`src/rtl/wb_periph_timer.sv`:
```
// Wishbone timer/compare peripheral: prescaled 32-bit up-counter with compare match,
// one-shot or auto-reload, and a level interrupt cleared by eoi or a STATUS write.
module wb_periph_timer #(
  parameter int          PRESC_W   = 16,
  parameter logic [31:0] CMP_RESET = 32'hFFFF_FFFF
) (
  input  logic        clk,
  input  logic        rst_n,
  input  logic        i_wb_cyc,
  input  logic        i_wb_stb,
  input  logic        i_wb_we,
  input  logic [31:0] i_wb_addr,
  input  logic [31:0] i_wb_data,
  input  logic [3:0]  i_wb_sel,
  output logic        o_wb_stall,
  output logic        o_wb_ack,
  output logic [31:0] o_wb_data,
  output logic        o_irq,
  input  logic        i_eoi
);

  localparam logic [2:0] REG_CTRL   = 3'd0;
  localparam logic [2:0] REG_PRESC  = 3'd1;
  localparam logic [2:0] REG_CMP    = 3'd2;
  localparam logic [2:0] REG_CNT    = 3'd3;
  localparam logic [2:0] REG_STATUS = 3'd4;

  logic               en;
  logic               auto_rld;
  logic               irq_en;
  logic [PRESC_W-1:0] presc;
  logic [PRESC_W-1:0] pcnt;
  logic [31:0]        cmp;
  logic [31:0]        cnt;
  logic               pend;

  logic        accept;
  logic        wr;
  logic        rd;
  logic [2:0]  reg_sel;
  logic [31:0] wmask;
  logic        tick;
  logic        match;
  logic        w1c;
  logic [31:0] rd_val;
  logic [31:0] presc_ext;
  logic [31:0] presc_new;
  logic        unused_addr;

  assign o_wb_stall  = 1'b0;
  assign accept      = i_wb_cyc & i_wb_stb;
  assign wr          = accept & i_wb_we;
  assign rd          = accept & ~i_wb_we;
  assign reg_sel     = i_wb_addr[4:2];
  assign unused_addr = ^{i_wb_addr[31:5], i_wb_addr[1:0]};
  assign wmask       = {{8{i_wb_sel[3]}}, {8{i_wb_sel[2]}}, {8{i_wb_sel[1]}}, {8{i_wb_sel[0]}}};
  assign presc_ext   = 32'(presc);
  assign presc_new   = (presc_ext & ~wmask) | (i_wb_data & wmask);

  // A tick fires on the clock where the prescaler count reaches PRESC
  assign tick  = en && (pcnt == presc);
  assign match = tick && (cnt == cmp);
  assign w1c   = wr && (reg_sel == REG_STATUS) && i_wb_sel[0] && i_wb_data[0];

  always_comb begin
    rd_val = 32'd0;
    case (reg_sel)
      REG_CTRL:   rd_val = {29'd0, irq_en, auto_rld, en};
      REG_PRESC:  rd_val = presc_ext;
      REG_CMP:    rd_val = cmp;
      REG_CNT:    rd_val = cnt;
      REG_STATUS: rd_val = {31'd0, pend};
      default:    rd_val = 32'd0;
    endcase
  end

  // Later assignments in this block take priority: CPU writes override the counter engine
  always_ff @(posedge clk or negedge rst_n) begin
    if (!rst_n) begin
      en        <= 1'b0;
      auto_rld  <= 1'b0;
      irq_en    <= 1'b0;
      presc     <= '0;
      pcnt      <= '0;
      cmp       <= CMP_RESET;
      cnt       <= 32'd0;
      pend      <= 1'b0;
      o_wb_ack  <= 1'b0;
      o_wb_data <= 32'd0;
      o_irq     <= 1'b0;
    end else begin
      o_wb_ack <= accept;
      o_irq    <= pend & irq_en;
      if (rd) o_wb_data <= rd_val;

      if (!en || tick) pcnt <= '0;
      else             pcnt <= pcnt + 1'b1;

      if (tick) begin
        if (cnt == cmp) begin
          if (auto_rld) cnt <= 32'd0;
          else          en  <= 1'b0;
        end else begin
          cnt <= cnt + 32'd1;
        end
      end

      if (i_eoi || w1c) pend <= 1'b0;
      if (match)        pend <= 1'b1;

      if (wr) begin
        case (reg_sel)
          REG_CTRL: begin
            if (i_wb_sel[0]) begin
              en       <= i_wb_data[0];
              auto_rld <= i_wb_data[1];
              irq_en   <= i_wb_data[2];
            end
          end
          REG_PRESC: begin
            presc <= presc_new[PRESC_W-1:0];
            pcnt  <= '0;
          end
          REG_CMP: cmp <= (cmp & ~wmask) | (i_wb_data & wmask);
          REG_CNT: begin
            cnt  <= (cnt & ~wmask) | (i_wb_data & wmask);
            pcnt <= '0;
          end
          default: ;
        endcase
      end
    end
  end

endmodule

```
`config.mk`:
```
export PLATFORM = sky130hd
export DESIGN_NAME = wb_periph_timer
export DESIGN_NICKNAME = d
export VERILOG_FILES = /design/src/rtl/wb_periph_timer.sv
export SDC_FILE = /design/constraint.sdc
export NUM_CORES = 1
export LEC_CHECK = 0
export ABC_CLOCK_PERIOD_IN_PS = 4960
export CAP_MARGIN = 25
export CORE_ASPECT_RATIO = 0.5
export CORE_MARGIN = 5
export CORE_UTILIZATION = 55
export DETAILED_ROUTE_END_ITERATION = 10
export HOLD_SLACK_MARGIN = 0.06
export PLACE_DENSITY = 0.8
export SLEW_MARGIN = 5
export SYNTH_ARGS = -nofsm -noshare
export SYNTH_HDL_FRONTEND = slang
export SYNTH_SLANG_ARGS = --single-unit
```
`constraint.sdc`:
```
create_clock -name clk -period 4.96 [get_ports clk]
set_input_delay 0.496 -clock clk [delete_from_list [all_inputs] [get_ports clk]]
set_output_delay 0.496 -clock clk [all_outputs]
set_load 0.01 [all_outputs]
```
==> insert_results.sql, run 1 <==
INSERT INTO impl_metrics (metric_group, metric, value, unit) VALUES
('run_status', 'outcome', 'finished, final reports clean', ''),
('timing', 'grt_setup_unrepaired', 'false', ''),
('synthesis', 'synth-edff-count', '0', ''),
('global_routing', 'grt_usage', '0.267', ''),
('critical_path', 'timing_worst_setup_path_type', 'reg2reg', ''),
('synthesis', 'synth-main-ff-cell', 'dfrtp_1', ''),
('timing', 'hold_viol_final', '0', ''),
('floorplan', 'design.portCount', '109', ''),
('global_routing', 'largest_net_degree_at_the_start_of_global_routing', '77', ''),
('synthesis', 'ys_seq_area_frac', '0.445', ''),
('synthesis', 'synthDistinctLibCells', '71', ''),
('timing', 'clock_skew', '11.3', 'ps'),
('clocking', 'cts-root-to-sink-buffers', '2', ''),
('synthesis', 'async_reset_ff_frac', '1.00', ''),
('detailed_routing', 'avgViaCountPerCell', '6.30', ''),
('synthesis', 'synth_nets', '832', ''),
('global_routing', 'grt_pass1_vias', '6226', ''),
('critical_path', 'cp_data_required_time', '5190', 'ps'),
('critical_path', 'worst_setup_start_kind', 'flop', ''),
('clocking', 'htree_num_levels', '4', ''),
('global_routing', 'globalRouteOverflowTotal', '0', ''),
('floorplan', 'core.rowCount', '30', ''),
('final_layout', 'finalNetCount', '890', ''),
('clocking', 'post-cts-setup-buffer-count', '0', ''),
('power', 'power_density', '362', 'nW/um^2'),
('timing', 'report.final.setup_viol', '0', ''),
('synthesis', 'synth.ff_latch_count', '134', ''),
('synthesis', 'post_synth_most_frequent_cells', '102 x dfrtp_1, 71 x nand2_1, 64 x mux2_2, 54 x xor2_1, 53 x nor2_1', ''),
('clocking', 'clk-insertion-delay-late', '420', 'ps'),
('detailed_routing', 'routed_wl', '21.5', 'mm'),
('timing', 'final-max-slew-violation-count', '0', ''),
('synthesis', 'post_synth_main_area_contributors', 'dfrtp_1 33%, dfstp_2 11%, mux2_2 9.4%, xor2_1 6.2%, mux2i_1 3.5%', ''),
('floorplan', 'die_area', '16500', 'sq um'),
('critical_path', 'max_fanout_on_critical_path', '12', ''),
('worst_hold_path', 'hp-class', 'in2async', ''),
('global_routing', 'wire_length_of_the_first_global_routing_pass', '34.3', 'mm'),
('timing', 'hold_slack', '76.7', 'ps'),
('synthesis', 'synthesis.yosys.warnings', '0', ''),
('timing', 'layout_min_cycle_time', '3320', 'ps'),
('timing', 'fmax', '0.301', 'GHz'),
('timing', 'post-route-worst-setup-slack', '1640', 'ps'),
('placement', 'dp_worst_setup_slack', '1780', 'ps'),
('synthesis', 'synthMostInstantiatedCell', 'dfrtp_1', ''),
('clocking', 'clockRootBuffer', 'clkbuf_16', ''),
('clocking', 'tritoncts', 'built', ''),
('detailed_routing', 'postRouteAntennaNets', '0', ''),
('placement', 'place.gp.congestion', '0.955', ''),
('power', 'pleak', '3.86', 'nW'),
('detailed_routing', 'drc', '0', ''),
('detailed_routing', 'initialDrtViolationCount', '679', ''),
('final_layout', 'antenna_cells', '0', ''),
('timing', 'total_negative_slack_for_setup_checks', '0', 'ps'),
('clocking', 'hold_buffers', '0', ''),
('floorplan', 'design.core.area', '13600', 'sq um'),
('synthesis', 'post_synth.cell_area_avg', '10.1', 'sq um'),
('synthesis', 'synth_cells', '756', ''),
('critical_path', 'cp_data_arrival_time', '3550', 'ps'),
('detailed_routing', 'via_count', '6417', ''),
('placement', 'port_buffers', '78', ''),
('final_layout', 'area_delta_synth_final', '18.9', '%'),
('final_layout', 'post_route_cells_drive_above_1_share', '0.190', ''),
('floorplan', 'die_width', '177', 'um'),
('synthesis', 'syn-cell-area', '7630', 'sq um'),
('floorplan', 'start_util', '0.563', ''),
('timing', 'slew_headroom', '0.306', ''),
('detailed_routing', 'route.detailed.wl_per_inst', '21.1', 'um'),
('clocking', 'cts.clk_slew.worst_paths', '60', 'ps'),
('timing', 'period_utilization', '0.669', ''),
('job', 'cap_viol_max_count', '0', ''),
('clocking', 'cts_buf_count', '17', ''),
('detailed_routing', 'drt_first_pass_iters', '5', ''),
('floorplan', 'die_h', '93.3', 'um'),
('critical_path', 'cp-end-kind', 'flop', ''),
('power', 'max-vdd-ir-drop', '203', 'uV'),
('global_routing', 'initial_antenna_violation_count', '0', ''),
('placement', 'hpwlAfterDp', '14.7', 'mm'),
('synthesis', 'post-synth-top-area-cell', 'dfrtp_1', ''),
('clocking', 'cts-resized-gates', '0', ''),
('final_layout', 'fillCellCount', '1053', ''),
('synthesis', 'post-synth-top-area-fraction', '0.335', ''),
('timing', 'worst_tran_pin_value', '1030', 'ps'),
('clocking', 'cts_num_sinks', '134', ''),
('final_layout', 'fin_util', '0.670', '');
-- power breakdown --
part	switching, mW	leakage (nW)	total [mW]	internal [mW]
Combinational	0.326	1.92	0.603	0.276
Clock	0.494	0.272	1.25	0.753
Sequential	0.185	1.67	1.44	1.25
-- cells in the final DEF, fill, tap and decap left out, types with 4 or more instances in the layout --
cell	n
dfrtp_1	102
clkdlybuf4s50_1	76
nand2_1	71
mux2_2	64
xor2_1	54
nor2_1	53
o21ai_0	46
nand3_1	34
dfstp_2	32
mux2i_1	27
clkbuf_16	17
inv_1	16
a22oi_1	15
and3_1	14
nor4_1	10
nand4_1	10
and4_1	9
nor3_1	9
and2_1	8
xnor2_1	8
a31oi_1	8
a211oi_1	8
buf_4	8
o31ai_1	7
or3_1	7
a21oi_1	6
a41oi_1	6
nor4_2	5
nor2b_1	5
or4_1	5
o211ai_1	5
clkinvlp_4	4
-- routing by layer --
metal	vias to the layer above	share of wire	GRT usage
met2	288	0.45	0.413
met3	47	0.096	0.0917
met5	-	0	0
li1	2884	-	-
met4	0	0.017	0.0663
met1	3198	0.43	0.364
-- final cells by class --
class	count	area, sq um	area share
inverter	16	60.1	0.00662
tap	192	240	0.0265
timing repair buffer	86	837	0.0923
sequential	134	3390	0.374
clock inverter	12	131	0.0145
multi-input combinational	559	3970	0.437
clock buffer	20	447	0.0492
-- worst max-delay path: stages, from the launching register on --
cell	delay (ps)
dfrtp_1	440
xor2_1	180
nor4_1	400
and4_1	510
nand2_1	410
nor3_1	950
a221oi_1	240
-- kinds of logic (layout without fill, tap and decap cells) --
logic type               Yosys count  after routing  synth area share
flip-flops                       134            134             0.445
multiplexers                      93             93             0.136
other                              1              1          0.000492
AND/OR/NAND/NOR                  263            263             0.182
AO/OA/AOI/OAI                    138            138             0.127
buffers and inverters             63            134            0.0354
adder cells (fa/ha/maj)            2              2           0.00328
XOR/XNOR                          62             62            0.0712
-- final timing paths --
check / startpoint / endpoint / slack [ps] / cells after the start
max in group asynchronous: rst_n / async pin / 3660 / 2
min: rst_n / o_wb_data[9] / 80 / 1
max: pcnt[2] / flop / 1640 / 6
max reg2reg: pcnt[2] / flop / 1640 / 6
min in group clk: o_wb_data[22] / o_wb_data[22] / 480 / 2
min reg2reg: o_wb_data[22] / o_wb_data[22] / 480 / 2
-- through the flow --
stage	area [sq um]	total power [mW]	instances
6_report	9070	3.29	1019
5_1_grt	9070	3.42	1019
4_1_cts	9070	3.29	1019
3_5_place_dp	8500	2.03	987
3_3_place_gp	8500	2.01	987
2_1_floorplan	7630	1.78	756
Note: power is estimated with default switching activity, not from simulation.
==> run 2: changes to the inputs <==
Settings changed: ABC_CLOCK_PERIOD_IN_PS 4960 to 3230.
Clock period 4.96 ns to 3.23 ns, I/O delays scaled along.
==> insert_results.sql, run 2 (synthesis results as in run 1) <==
INSERT INTO impl_metrics (metric_group, metric, value, unit) VALUES
('run_status', 'outcome', 'finished, final reports clean', ''),
('placement', 'place.gp.congestion', '0.972', ''),
('final_layout', 'fillCellCount', '1006', ''),
('global_routing', 'grt_use_met3', '0.0549', ''),
('timing', 'clock_skew', '10.3', 'ps'),
('power', 'pleak', '3.97', 'nW'),
('critical_path', 'cp_data_required_time', '3500', 'ps'),
('final_layout', 'fin_area', '9260', 'sq um'),
('timing', 'layout_min_cycle_time', '2890', 'ps'),
('critical_path', 'max_fanout_on_critical_path', '9', ''),
('floorplan', 'die_area', '16500', 'sq um'),
('floorplan', 'design.portCount', '109', ''),
('clocking', 'post-cts-setup-buffer-count', '0', ''),
('clocking', 'hold_buffers', '1', ''),
('clocking', 'cts.clk_slew.worst_paths', '60', 'ps'),
('final_layout', 'post_route_cells_drive_above_1_share', '0.207', ''),
('placement', 'detailed_place.area', '8640', 'sq um'),
('floorplan', 'die_h', '93.3', 'um'),
('clocking', 'tritoncts', 'built', ''),
('power', 'power_density', '561', 'nW/um^2'),
('timing', 'hold_viol_final', '0', ''),
('global_routing', 'met1_usage', '0.390', ''),
('timing', 'grt_setup_unrepaired', 'false', ''),
('clocking', 'cts-resized-gates', '0', ''),
('global_routing', 'busiest_grt_layer', 'met2', ''),
('global_routing', 'met2_usage', '0.411', ''),
('detailed_routing', 'via_count', '6434', ''),
('global_routing', 'wire_length_of_the_first_global_routing_pass', '34.9', 'mm'),
('timing', 'slew_headroom', '0.482', ''),
('final_layout', 'finalNetCount', '907', ''),
('clocking', 'cts-root-to-sink-buffers', '2', ''),
('power', 'max-vdd-ir-drop', '305', 'uV'),
('critical_path', 'timing_worst_setup_path_type', 'reg2reg', ''),
('detailed_routing', 'initialDrtViolationCount', '617', ''),
('final_layout', 'final_common_cell', 'dfrtp_1', ''),
('placement', 'port_buffers', '78', ''),
('final_layout', 'most-common-layout-cells', '102 x dfrtp_1, 76 x clkdlybuf4s50_1, 71 x nand2_1', ''),
('critical_path', 'cp-end-kind', 'flop', ''),
('detailed_routing', 'drt_first_pass_iters', '5', ''),
('floorplan', 'design.core.area', '13600', 'sq um'),
('floorplan', 'core.rowCount', '30', ''),
('clocking', 'clk-insertion-delay-late', '420', 'ps'),
('global_routing', 'globalRouteOverflowTotal', '0', ''),
('clocking', 'cts_buf_count', '17', ''),
('floorplan', 'start_util', '0.563', ''),
('critical_path', 'worst_setup_start_kind', 'flop', ''),
('final_layout', 'multi_input_area', '3970', 'sq um'),
('clocking', 'cts_num_sinks', '134', ''),
('detailed_routing', 'avgViaCountPerCell', '6.21', ''),
('placement', 'placed_cells', '1003', ''),
('final_layout', 'non_filler_cells_final', '1036', ''),
('job', 'cap_viol_max_count', '0', ''),
('global_routing', 'largest_net_degree_at_the_start_of_global_routing', '86', ''),
('timing', 'period_utilization', '0.894', ''),
('clocking', 'clockRootBuffer', 'clkbuf_16', ''),
('timing', 'final-max-slew-violation-count', '0', ''),
('detailed_routing', 'routed_wl', '21.5', 'mm'),
('floorplan', 'die_width', '177', 'um'),
('detailed_routing', 'drc', '0', ''),
('worst_hold_path', 'worstHoldStart', 'i_wb_addr[2]', ''),
('final_layout', 'layout.area.seq', '3390', 'sq um'),
('clocking', 'htree_num_levels', '4', ''),
('detailed_routing', 'postRouteAntennaNets', '0', ''),
('global_routing', 'grt_usage', '0.269', ''),
('final_layout', 'area_delta_synth_final', '21.4', '%'),
('timing', 'report.final.setup_viol', '0', ''),
('detailed_routing', 'route.detailed.wl_per_inst', '20.7', 'um'),
('timing', 'worst_tran_pin_value', '776', 'ps'),
('global_routing', 'initial_antenna_violation_count', '0', ''),
('worst_hold_path', 'hp-class', 'in2reg', ''),
('global_routing', 'grt_pass1_vias', '6406', ''),
('critical_path', 'cp_data_arrival_time', '3160', 'ps'),
('timing', 'total_negative_slack_for_setup_checks', '0', 'ps'),
('final_layout', 'antenna_cells', '0', ''),
('timing', 'fmax', '0.346', 'GHz'),
('placement', 'hpwlAfterDp', '15.2', 'mm');
-- run 2: cell type report --
type	count	share of cell area
Multi-Input combinational cell	559	0.428
Sequential cell	134	0.366
Timing Repair Buffer	103	0.107
Clock buffer	18	0.0474
Tap cell	192	0.0259
Clock inverter	14	0.0188
Inverter	16	0.00648
-- run 2: power by group --
group,internal (mW),total [mW],switching [mW]
clock network,1.24,2.03,0.794
logic,0.445,0.959,0.514
registers,1.92,2.20,0.279
-- run 2: metrics by stage --
stage | hold WS [ps] | setup slack, ps | total power [mW] | utilization
after floorplan | 27.4 | 1090 | 2.73 | -
after global placement | 432 | 433 | 3.12 | 0.638
after detailed placement | 432 | 456 | 3.16 | 0.638
after CTS | 464 | 438 | 5.19 | 0.684
after global routing | 490 | 209 | 5.40 | 0.684
final | 468 | 343 | 5.19 | 0.684
-- run 2: worst max-delay path, stage by stage, from the launching register on --
cell and delay [ps]:
dfrtp_1 460, xor2_1 230, nor4_1 670, and4_1 490, nand2_2 220, a2111oi_0 540
a211oi_1 120
-- run 2: metal layers --
metal / part of all wire / vias up / routed length, um
met3: 0.088 / 35 / 1880
met1: 0.45 / 3169 / 9650
met5: 0 / - / 0
li1: - / 2911 / -
met4: 0.016 / 0 / 350
met2: 0.45 / 319 / 9590
-- run 2: final timing paths --
check,end,slack [ps],cells past startpoint
min reg2reg,o_wb_data[22],470,2
max,flop,340,6
min,o_wb_data[9],470,3
min in group asynchronous,pcnt[14],530,2
max reg2reg,flop,340,6
max in group asynchronous,async pin,1900,3
==> run 3: changes to the inputs <==
Settings changed: CORE_UTILIZATION 55 to 45, CTS_CLUSTER_DIAMETER set to 200, PLACE_DENSITY 0.8 to 0.68.
==> insert_results.sql, run 3 (synthesis results as in run 1) <==
INSERT INTO impl_metrics (metric_group, metric, value, unit) VALUES
('run_status', 'outcome', 'finished, final reports clean', ''),
('final_layout', 'fin_area', '9230', 'sq um'),
('critical_path', 'cp_data_required_time', '3520', 'ps'),
('global_routing', 'grt_usage', '0.223', ''),
('clocking', 'cts-root-to-sink-buffers', '2', ''),
('placement', 'detailed_place.area', '8640', 'sq um'),
('final_layout', 'most-common-layout-cells', '102 x dfrtp_1, 76 x clkdlybuf4s50_1, 71 x nand2_1', ''),
('critical_path', 'max_fanout_on_critical_path', '8', ''),
('global_routing', 'grt_pass1_vias', '6370', ''),
('placement', 'hpwlAfterDp', '15.8', 'mm'),
('global_routing', 'globalRouteOverflowTotal', '0', ''),
('timing', 'hold_viol_final', '0', ''),
('floorplan', 'design.core.area', '16500', 'sq um'),
('critical_path', 'cp-end-kind', 'flop', ''),
('power', 'max-vdd-ir-drop', '347', 'uV'),
('timing', 'clock_skew', '12.9', 'ps'),
('timing', 'period_utilization', '0.879', ''),
('power', 'power_density', '550', 'nW/um^2'),
('global_routing', 'wire_length_of_the_first_global_routing_pass', '35.3', 'mm'),
('detailed_routing', 'drt_first_pass_iters', '5', ''),
('clocking', 'tritoncts', 'built', ''),
('detailed_routing', 'drc', '0', ''),
('final_layout', 'multi_input_area', '3970', 'sq um'),
('timing', 'post-route-worst-setup-slack', '391', 'ps'),
('clocking', 'clockRootBuffer', 'clkbuf_16', ''),
('timing', 'hold_slack', '422', 'ps'),
('timing', 'layout_min_cycle_time', '2840', 'ps'),
('final_layout', 'finalNetCount', '904', ''),
('timing', 'fmax', '0.352', 'GHz'),
('critical_path', 'cp_data_arrival_time', '3130', 'ps'),
('floorplan', 'die_width', '194', 'um'),
('power', 'post-layout-total-power', '5.07', 'mW'),
('detailed_routing', 'initialDrtViolationCount', '758', ''),
('final_layout', 'final_common_cell', 'dfrtp_1', ''),
('floorplan', 'die_h', '102', 'um'),
('final_layout', 'area_delta_synth_final', '20.9', '%'),
('power', 'pleak', '3.93', 'nW'),
('clocking', 'clk-insertion-delay-late', '420', 'ps'),
('clocking', 'cts-resized-gates', '0', ''),
('global_routing', 'largest_net_degree_at_the_start_of_global_routing', '61', ''),
('timing', 'worst_tran_pin_value', '728', 'ps'),
('clocking', 'post-cts-setup-buffer-count', '0', ''),
('detailed_routing', 'postRouteAntennaNets', '0', ''),
('critical_path', 'timing_worst_setup_path_type', 'reg2reg', ''),
('detailed_routing', 'route.detailed.wl_per_inst', '20.4', 'um'),
('timing', 'report.final.setup_viol', '0', ''),
('clocking', 'hold_buffers', '1', ''),
('clocking', 'cts.clk_slew.worst_paths', '60', 'ps'),
('global_routing', 'initial_antenna_violation_count', '0', ''),
('placement', 'port_buffers', '78', ''),
('placement', 'place.gp.congestion', '0.984', ''),
('clocking', 'cts_buf_count', '17', ''),
('final_layout', 'layout.area.seq', '3390', 'sq um'),
('floorplan', 'start_util', '0.462', ''),
('detailed_routing', 'avgViaCountPerCell', '5.96', ''),
('timing', 'slew_headroom', '0.510', ''),
('clocking', 'cts_num_sinks', '134', ''),
('detailed_routing', 'via_count', '6369', ''),
('timing', 'final-max-slew-violation-count', '0', ''),
('floorplan', 'core.rowCount', '33', ''),
('final_layout', 'post_route_cells_drive_above_1_share', '0.203', ''),
('detailed_routing', 'routed_wl', '21.8', 'mm'),
('placement', 'dp_worst_setup_slack', '481', 'ps'),
('job', 'cap_viol_max_count', '0', ''),
('critical_path', 'setup.reg_to_reg.worst_slack', '390', 'ps'),
('final_layout', 'fillCellCount', '1458', ''),
('final_layout', 'antenna_cells', '0', ''),
('floorplan', 'design.portCount', '109', ''),
('worst_hold_path', 'hp-class', 'in2reg', ''),
('timing', 'total_negative_slack_for_setup_checks', '0', 'ps'),
('critical_path', 'worst_setup_start_kind', 'flop', ''),
('floorplan', 'die_area', '19800', 'sq um'),
('clocking', 'htree_num_levels', '4', ''),
('timing', 'grt_setup_unrepaired', 'false', '');
-- run 3: per-stage QoR --
stage,utilization,std cells
finish,0.559,1068
global route,0.559,1068
detailed placement,0.523,1035
floorplan,-,756
CTS,0.559,1068
global placement,0.523,1035
-- run 3: layout make-up --
cell class              count  share of cell area
clock buffers              18              0.0465
multi-input cells         559               0.430
repair buffers            100               0.102
well taps                 227              0.0308
inverters                  16             0.00651
clock inverters            14              0.0163
flip-flops and latches    134               0.368
-- run 3: metal layers --
metal | GRT usage | wire [um]
met5 | 0 | 0
met4 | 0.0675 | 414
met3 | 0.0632 | 1780
met2 | 0.340 | 9580
met1 | 0.314 | 10100
-- run 3: worst max-delay path, cell delays in order (launching register included) --
cell,delay (ps)
dfrtp_1,460
xor2_1,230
nor4_1,660
nand4_2,400
or4_4,670
nand2_2,190
o311ai_1,120
-- run 3: worst paths after layout --
kind / from / to / depth (start not counted)
max in group asynchronous: rst_n / async pin / 3
hold / removal: i_wb_addr[2] / o_wb_data[31] / 3
hold reg to reg: o_wb_data[22] / o_wb_data[22] / 2
setup reg to reg: flop / flop / 6
setup / recovery: flop / flop / 6
min in group asynchronous: rst_n / async pin / 2
-- run 3: power by group --
| group | switching (mW) | internal, mW | leakage (nW) |
|---|---|---|---|
| Clock | 0.782 | 1.14 | 0.277 |
| Combinational | 0.506 | 0.442 | 1.98 |
| Sequential | 0.277 | 1.92 | 1.67 |
| Total | 1.57 | 3.51 | 3.93 |
